File: config.mk
export PLATFORM = sky130hd
export DESIGN_NAME = regfile_controller
export DESIGN_NICKNAME = d
export VERILOG_FILES = /design/src/rtl/rfc_pkg.sv /design/src/rtl/rfc_alu.sv /design/src/rtl/regfile_controller.sv
export SDC_FILE = /design/constraint.sdc
export NUM_CORES = 1
export LEC_CHECK = 0
export CORE_MARGIN = 8
export CORE_UTILIZATION = 45
export DETAILED_ROUTE_END_ITERATION = 6
export DONT_BUFFER_PORTS = 1
export PLACE_DENSITY = 0.65
export SYNTH_ARGS = -nofsm -noshare
export SYNTH_HDL_FRONTEND = slang
export SYNTH_SLANG_ARGS = --single-unit
File: constraint.sdc
create_clock -name clk -period 9 [get_ports clk]
set_input_delay 0.9 -clock clk [delete_from_list [all_inputs] [get_ports clk]]
set_output_delay 0.9 -clock clk [all_outputs]
set_load 0.03 [all_outputs]
File: src/rtl/rfc_pkg.sv
// Shared definitions for the register-file controller: opcode encodings
// and the controller FSM state enumeration.
package rfc_pkg;

    typedef enum logic [2:0] {
        OP_NOP = 3'd0,
        OP_LDI = 3'd1,
        OP_MOV = 3'd2,
        OP_ADD = 3'd3,
        OP_SUB = 3'd4,
        OP_AND = 3'd5,
        OP_OR  = 3'd6,
        OP_XOR = 3'd7
    } op_e;

    typedef enum logic [1:0] {
        ST_IDLE  = 2'd0,
        ST_READ  = 2'd1,
        ST_EXEC  = 2'd2,
        ST_WRITE = 2'd3
    } state_e;

endpackage

File: src/rtl/rfc_alu.sv
// Combinational ALU for the register-file controller.
// LDI and MOV pass operand a through; ADD/SUB report carry/borrow on c_o,
// all other operations return c_o = 0.
module rfc_alu
    import rfc_pkg::*;
#(
    parameter int DATA_W = 16
) (
    input  logic [2:0]        op_i,
    input  logic [DATA_W-1:0] a_i,
    input  logic [DATA_W-1:0] b_i,
    output logic [DATA_W-1:0] y_o,
    output logic              c_o
);

    logic [DATA_W:0] ext;

    // One extra bit on add/sub: for SUB it becomes 1 exactly when a < b.
    always_comb begin
        y_o = '0;
        c_o = 1'b0;
        ext = '0;
        case (op_e'(op_i))
            OP_LDI, OP_MOV: y_o = a_i;
            OP_ADD: begin
                ext = {1'b0, a_i} + {1'b0, b_i};
                y_o = ext[DATA_W-1:0];
                c_o = ext[DATA_W];
            end
            OP_SUB: begin
                ext = {1'b0, a_i} - {1'b0, b_i};
                y_o = ext[DATA_W-1:0];
                c_o = ext[DATA_W];
            end
            OP_AND:  y_o = a_i & b_i;
            OP_OR:   y_o = a_i | b_i;
            OP_XOR:  y_o = a_i ^ b_i;
            default: y_o = '0;
        endcase
    end

endmodule

File: src/rtl/regfile_controller.sv
// Register-file controller: accepts one command at a time, reads up to two
// source registers, runs the ALU and writes the destination register.
// Optional macro RFC_FLAGS_EN enables the carry/zero flag registers;
// without it flag_c and flag_z are tied to 0.
//
// Handshake: a command is taken on the rising edge where cmd_valid and
// cmd_ready are both 1. cmd_ready is 1 only in IDLE (including the done
// cycle), so the source may hold cmd_valid high for back-to-back commands.
module regfile_controller
    import rfc_pkg::*;
#(
    parameter int DATA_W = 16,
    parameter int ADDR_W = 3
) (
    input  logic              clk,
    input  logic              rst_n,
    input  logic              cmd_valid,
    output logic              cmd_ready,
    input  logic [2:0]        cmd_op,
    input  logic [ADDR_W-1:0] cmd_rd,
    input  logic [ADDR_W-1:0] cmd_rs0,
    input  logic [ADDR_W-1:0] cmd_rs1,
    input  logic [DATA_W-1:0] cmd_imm,
    output logic              rf_we_n,
    output logic              rf_oe_n,
    output logic [ADDR_W-1:0] rf_waddr,
    output logic [ADDR_W-1:0] rf_raddr0,
    output logic [ADDR_W-1:0] rf_raddr1,
    output logic [DATA_W-1:0] rf_wdata,
    input  logic [DATA_W-1:0] rf_rdata0,
    input  logic [DATA_W-1:0] rf_rdata1,
    output logic              done,
    output logic [DATA_W-1:0] result,
    output logic              flag_c,
    output logic              flag_z,
    output logic [1:0]        dbg_state_o
);

    state_e            state_q, state_d;
    logic [2:0]        op_q;
    logic [ADDR_W-1:0] rd_q, raddr0_q, raddr1_q, waddr_q;
    logic [DATA_W-1:0] imm_q, wdata_q, result_q;
    logic              done_q;
    logic [DATA_W-1:0] alu_a, alu_y;
    logic              alu_c;
    logic              accept;

    assign accept = (state_q == ST_IDLE) && cmd_valid;

    // State register.
    always_ff @(posedge clk or negedge rst_n) begin
        if (!rst_n) state_q <= ST_IDLE;
        else        state_q <= state_d;
    end

    // Next state: NOP stays in IDLE, LDI skips the read, others read first.
    always_comb begin
        state_d = state_q;
        case (state_q)
            ST_IDLE: begin
                if (cmd_valid) begin
                    if (cmd_op == OP_LDI)      state_d = ST_EXEC;
                    else if (cmd_op != OP_NOP) state_d = ST_READ;
                end
            end
            ST_READ:  state_d = ST_EXEC;
            ST_EXEC:  state_d = ST_WRITE;
            ST_WRITE: state_d = ST_IDLE;
            default:  state_d = ST_IDLE;
        endcase
    end

    // LDI feeds the immediate through operand a; everything else uses rs0.
    assign alu_a = (op_q == OP_LDI) ? imm_q : rf_rdata0;

    rfc_alu #(.DATA_W(DATA_W)) u_alu (
        .op_i (op_q),
        .a_i  (alu_a),
        .b_i  (rf_rdata1),
        .y_o  (alu_y),
        .c_o  (alu_c)
    );

    // Command latch, write-port registers, visible result and done pulse.
    always_ff @(posedge clk or negedge rst_n) begin
        if (!rst_n) begin
            op_q     <= '0;
            rd_q     <= '0;
            raddr0_q <= '0;
            raddr1_q <= '0;
            imm_q    <= '0;
            waddr_q  <= '0;
            wdata_q  <= '0;
            result_q <= '0;
            done_q   <= 1'b0;
        end else begin
            done_q <= 1'b0;
            if (accept) begin
                op_q     <= cmd_op;
                rd_q     <= cmd_rd;
                raddr0_q <= cmd_rs0;
                raddr1_q <= cmd_rs1;
                imm_q    <= cmd_imm;
                if (cmd_op == OP_NOP) done_q <= 1'b1;
            end
            if (state_q == ST_EXEC) begin
                waddr_q <= rd_q;
                wdata_q <= alu_y;
            end
            // result only moves together with done so it holds between dones
            if (state_q == ST_WRITE) begin
                result_q <= wdata_q;
                done_q   <= 1'b1;
            end
        end
    end

`ifdef RFC_FLAGS_EN
    logic carry_q, flag_c_q, flag_z_q;

    // Carry is captured with the ALU result and published at done.
    always_ff @(posedge clk or negedge rst_n) begin
        if (!rst_n) begin
            carry_q  <= 1'b0;
            flag_c_q <= 1'b0;
            flag_z_q <= 1'b0;
        end else begin
            if (state_q == ST_EXEC) carry_q <= alu_c;
            if (state_q == ST_WRITE) begin
                flag_c_q <= carry_q;
                flag_z_q <= (wdata_q == '0);
            end
        end
    end

    assign flag_c = flag_c_q;
    assign flag_z = flag_z_q;
`else
    logic unused_alu_c;
    assign unused_alu_c = alu_c;
    assign flag_c = 1'b0;
    assign flag_z = 1'b0;
`endif

    // Strobes decode straight from the state, so read and write are exclusive.
    assign cmd_ready   = (state_q == ST_IDLE);
    assign rf_oe_n     = (state_q != ST_READ);
    assign rf_we_n     = (state_q != ST_WRITE);
    assign rf_raddr0   = raddr0_q;
    assign rf_raddr1   = raddr1_q;
    assign rf_waddr    = waddr_q;
    assign rf_wdata    = wdata_q;
    assign done        = done_q;
    assign result      = result_q;
    assign dbg_state_o = state_q;

endmodule

# After elaboration in Yosys (flattened, before gate mapping)
# Index checks and enable logic that the tools add are counted.
# Widths: inputs -> output; s select.
[totals]
input_bits = 63
reg_bits = 66
output_inout_bits = 49
[op_classes]
mux = 9
eq_ne = 15
n_bitwise = 3
n_addsub = 2
reduce_logical = 6
[ops]
columns = ["operator", "n"]
rows = [
  ["$pmux 16 s6", 1],
  ["$add 16x16->16", 1],
  ["$and 16x16->16", 1],
  ["$mux 16", 1],
  ["$or 16x16->16", 1],
  ["$sub 16x16->16", 1],
  ["$xor 16x16->16", 1],
  ["$eq 3x3->1 const B", 4],
  ["$pmux 2 s4", 1],
  ["$eq 3x1->1 const B", 2],
  ["$eq 3x2->1 const B", 2],
  ["$mux 2", 3],
  ["$eq 2x2->1 const B", 2],
  ["$ne 2x2->1 const B", 2],
  ["$logic_not 3->1", 1],
  ["$mux 1", 3],
  ["$ne 3x1->1 const B", 1],
  ["$reduce_bool 3->1", 1],
  ["$eq 2x1->1 const B", 1],
  ["$logic_not 2->1", 1],
  ["$ne 2x1->1 const B", 1],
  ["$reduce_and 2->1", 1],
  ["$reduce_or 2->1", 1],
  ["$logic_and 1x1->1", 1],
]

# Logic depth before layout (Yosys ltp)
[logic_depth]
depth_word = 5
mapped_depth = 14
mapped_depth_nobuf = 14

# Hierarchy
# Synthesis repeated with hierarchy kept, for this count alone.
[hier_totals]
hier_cells = 584
area_unflattened_um2 = 5512.8
[modules_own_cells]
columns = ["module", "cells_per_inst", "n_inst", "area_each_um2"]
rows = [
  ["regfile_controller", 178, 1, 2777.7],
  ["rfc_alu", 406, 1, 2735.1],
]

# Worst setup path before layout
# No wires, ideal clock.
[synth_timing]
kind = "input-to-reg"
from = "input rf_rdata1[4]"
to = "register wdata_q[15] (netlist: rf_wdata[15])"
path_slack_ns = 5.384
path_stages = 12
t_arrival_ns = 3.486
path_cell_list = "or3_1 or2_2 nor2_1 a21oi_1 xnor2_1 ha_1 a21oi_1 o21ai_0 a221oi_1 o41ai_1 xnor2_1 o21ai_1"
[synth_between]
elab_chain_cells = 2
word_cells_on_any_way = 3
[synth_rtl]
columns = ["element", "line_no", "text"]
rows = [
  ["start, declared", "regfile_controller.sv:31", "input logic [DATA_W-1:0] rf_rdata1,"],
  ["$sub 16x16->16 / $add 16x16->16 (equally long branches)", "rfc_alu.sv:31, rfc_alu.sv:26", ""],
  ["$pmux 16 s6 (*)", "rfc_alu.sv:23", "case (op_e'(op_i))"],
  ["end signal, assigned", "regfile_controller.sv:108", "wdata_q <= alu_y;"],
  ["end, declared", "regfile_controller.sv:42", "logic [DATA_W-1:0] imm_q, wdata_q, result_q;"],
]
# Every way passes the cells marked *; elsewhere a longest branch is shown, timed or not.
# A chain may end at the register's enable or synchronous reset.

# Final worst setup path
[layout_timing]
from = "register op_q[1]"
to = "register wdata_q[15] (netlist: rf_wdata[15])"
[layout_between]
elab_chain_cells = 4
word_cells_on_any_way = 15
[layout_rtl]
columns = ["element", "line_no", "text"]
rows = [
  ["start, declared", "regfile_controller.sv:40", "logic [2:0] op_q;"],
  ["start signal, assigned", "regfile_controller.sv:99", "op_q <= cmd_op;"],
  ["$eq 3x1->1", "rfc_alu.sv:23, regfile_controller.sv:74", ""],
  ["$mux 16", "regfile_controller.sv:74", "assign alu_a = (op_q == OP_LDI) ? imm_q : rf_rdata0;"],
  ["$sub 16x16->16, or another cell as far along", "rfc_alu.sv:31", "ext = {1'b0, a_i} - {1'b0, b_i};"],
  ["$pmux 16 s6 (*)", "rfc_alu.sv:23", ""],
]
# Marked as above.

==> metrics.yaml <==
run_status:
  status: "finished, final reports clean"
critical_path:
  ff2ff_setup_slack_ps: 5070
  crit_required_ps: 9230
  crit_slowest_cell: "dfrtp_1"
  r2r_cells: 11
  critical-path-max-stage-delay_ps: 600
  path_cells: "buf_4, nor3b_2, buf_4, mux2_2, ha_1, a21oi_1, o21ai_0, a221oi_1, o41ai_1, xnor2_1, o21ai_1"
  path_common_cell: "buf_4"
  worst-path-max-fanout: 21
  crit_path_end_kind: "flip-flop"
  cp-start-kind: "flip-flop"
  crit_type: "reg -> reg"
  arrival_ps: 4160
global_routing:
  first_global_vias: 3924
  grt_max_degree: 67
  grt_first_pass_wirelength_mm: 21.7
  antenna_found_initial: 0
  grt_overflow: 0
  track_usage_pct: 19.0
cts:
  clock_latency_ps: 360
  cts_setup_buffers: 0
  numClockSinks: 66
  htreeDepth: 3
  cts_tree: "built"
  cts_made_buffers: 9
  cts-resized-gates: 0
  clockRootBuffer: "clkbuf_8"
  holdBufCountCts: 0
  cts_buffer_depth: 2
  clkTransAtPathRegs_ps: 70
worst_hold_path:
  hp-class: "in -> async"
placed_design:
  postPlaceCellArea_mm2: 0.00512
  dpl.hpwl_mm: 10.5
  io_buffers: 0
  gp_congestion: 0.909
  dp.cells: 626
pwr:
  seqPwrFrac_pct: 34.6
  combinationalPowerShare_pct: 55.3
  p_leak_uw: 0.00237
  power_frac_clock_pct: 10.1
  ir_drop_mv: 0.220
  cellPowerDensity_mw_per_mm2: 411
  sw_frac_of_total_pct: 50.8
  p_switching_uw: 1100
  p_int_uw: 1070
drt:
  wire_per_inst_um: 21.4
  antenna_left: 0
  via_per_inst: 5.92
  first_pass_iters: 4
  drc: 0
  vias: 3799
  drt_first_iter_violations: 243
  wirelength_mm: 13.8
floorplanning:
  core-area_mm2: 0.0109
  die-area_mm2: 0.0148
  die_y_um: 122
  rows: 38
  ioPinCount: 112
  start_util_pct: 46.1
  die_w_um: 122
layout:
  design_area_mm2: 0.00529
  area_growth_pct: 5.33
  layout.cells.non_filler: 642
  layout-drive-gt1-share_pct: 16.9
  fillers: 1026
  nets: 614
  diodes: 0
synth:
  netlist_instances: 509
  ys_seq_area_share_pct: 32.9
  dominantRegCellSynth: "dfrtp_1"
  synth_cell_types: 59
  synthesis.area_mm2: 0.00502
  synth-edff-count: 0
  async_flop_share_pct: 100
  syn_area_per_cell_um2: 9.87
  ys_ff_latch: 66
  yosys_warnings: 0
timing:
  tns_ps: 0
  fin_crit_sh_pct: 43.7
  setup_viol: 0
  fmax_mhz: 254
  fin_skew_ps: 7.05
  finalHoldViolCount: 0
  slew_headroom_pct: 27.2
  finalMaxSlewViolations: 0
  min_period_ps: 3930
  tightest_slew_ps: 1090
  rsz0062_at_grt: "no"
run:
  maxCapViolations: 0
==> metal layers <==
metal  track usage [%]  wire length [um]  vias up
li1                  -                 -     1791
met1              22.1              5660     1852
met2              31.3              6620      134
met5                 0                 0        -
met4              7.71               358        0
met3              6.66              1120       22
==> cells in the mapped netlist, types with 3 or more instances <==
library cell	instances	share of area, %
xnor2_1	23	4.0
o22a_1	3	0.52
o41ai_1	3	0.52
or3_1	3	0.37
nor2_1	26	1.9
o21ai_0	27	2.7
o21a_1	3	0.45
ha_1	53	13
clkbuf_1	15	1.1
inv_1	46	3.4
nor3b_1	6	0.90
o22ai_1	5	0.62
buf_2	7	0.70
a211oi_1	3	0.45
nor3_1	3	0.30
mux2i_1	30	6.0
nand2b_1	6	0.75
dfrtp_1	66	33
buf_1	4	0.30
nand2_1	21	1.6
a31oi_1	7	0.87
o2bb2ai_1	3	0.52
a21oi_1	30	3.0
mux2_2	55	12
nand3_1	7	0.70
a221oi_1	10	1.7
a22oi_1	5	0.75
nor2b_1	4	0.50
==> metrics by stage <==
stage                     power (uW)  utilization [%]  hold slack, ps  setup slack, ps
after floorplan                 1670                -             474             5380
after global placement          1920             47.0             481             5150
after detailed placement        1950             47.0             492             4980
after CTS                       2180             48.6             208             5080
after global routing            2350             48.6             207             4700
final                           2180             48.6             227             5070
==> layout by cell type, fill, tap and decap left out, types with 4 or more instances in the layout <==
cell type | Yosys | routed
a21oi_1 | 30 | 30
a221oi_1 | 10 | 10
a22oi_1 | 5 | 5
a31oi_1 | 7 | 7
buf_4 | 2 | 4
clkbuf_8 | 0 | 9
dfrtp_1 | 66 | 66
ha_1 | 53 | 53
inv_1 | 46 | 46
mux2_2 | 55 | 55
mux2i_1 | 30 | 30
nand2_1 | 21 | 21
nand2b_1 | 6 | 6
nand3_1 | 7 | 7
nor2_1 | 26 | 26
nor2b_1 | 4 | 4
nor3b_1 | 6 | 5
o21ai_0 | 27 | 27
o22ai_1 | 5 | 5
xnor2_1 | 23 | 23
==> power groups by stage <==
| stage | sequential, uW | clock, uW | combinational (uW) |
|---|---|---|---|
| after floorplan | 698 | 0 | 972 |
| after global placement | 757 | 0 | 1160 |
| after detailed placement | 763 | 0 | 1190 |
| after CTS | 757 | 230 | 1200 |
| after global routing | 777 | 241 | 1330 |
| final | 752 | 221 | 1200 |
==> sequential cells by signal, indices dropped and copies added (netlist names) <==
signal / count
result: 16
op_q: 3
dbg_state_o: 2
done: 1
rf_raddr1: 3
rf_waddr: 3
rf_wdata: 16
imm_q: 16
rf_raddr0: 3
rd_q: 3
==> final timing paths <==
| kind | start | end |
|---|---|---|
| max | op_q[1]$_DFFE_PN0P_ | rf_wdata[15]$_DFFE_PN0P_ |
| min | rst_n | result[10]$_DFFE_PN0P_ |
| max reg2reg | op_q[1]$_DFFE_PN0P_ | rf_wdata[15]$_DFFE_PN0P_ |
| min reg2reg | rd_q[0]$_DFFE_PN0P_ | rd_q[0]$_DFFE_PN0P_ |
| max in group asynchronous | rst_n | imm_q[0]$_DFFE_PN0P_ |
| min in group clk | rd_q[0]$_DFFE_PN0P_ | rd_q[0]$_DFFE_PN0P_ |
==> cell type report <==
class | instances | area, um^2 | area share (%)
clock buffer | 10 | 128 | 2.41
sequential | 66 | 1650 | 31.2
tap | 140 | 175 | 3.31
inverter | 47 | 176 | 3.33
multi-input combinational | 369 | 3090 | 58.3
timing repair buffer | 4 | 30.0 | 0.568
clock inverter | 6 | 42.5 | 0.804
==> cell families (layout without fill, tap and decap cells) <==
family,count (synthesis),in the layout,share of synthesized area (%)
buf+inv,75,67,5.93
fa+ha+maj,54,54,13.6
flops,66,66,32.9
other cells,1,2,0.0747
mux,86,86,18.8
xor+xnor,25,25,4.36
compound gates,118,118,15.9
simple gates,84,84,8.50
==> worst max-delay path, delay by kind of cell (launching register included) <==
family / cells / cell delay [ps]
multiplexers: 1 / 440
XOR/XNOR: 1 / 170
AND/OR/NAND/NOR: 1 / 210
AO/OA/AOI/OAI: 5 / 1290
buffers and inverters: 2 / 680
flip-flops: 1 / 600
adder cells (fa/ha/maj): 1 / 410
Power figures use the tool's default switching activity.
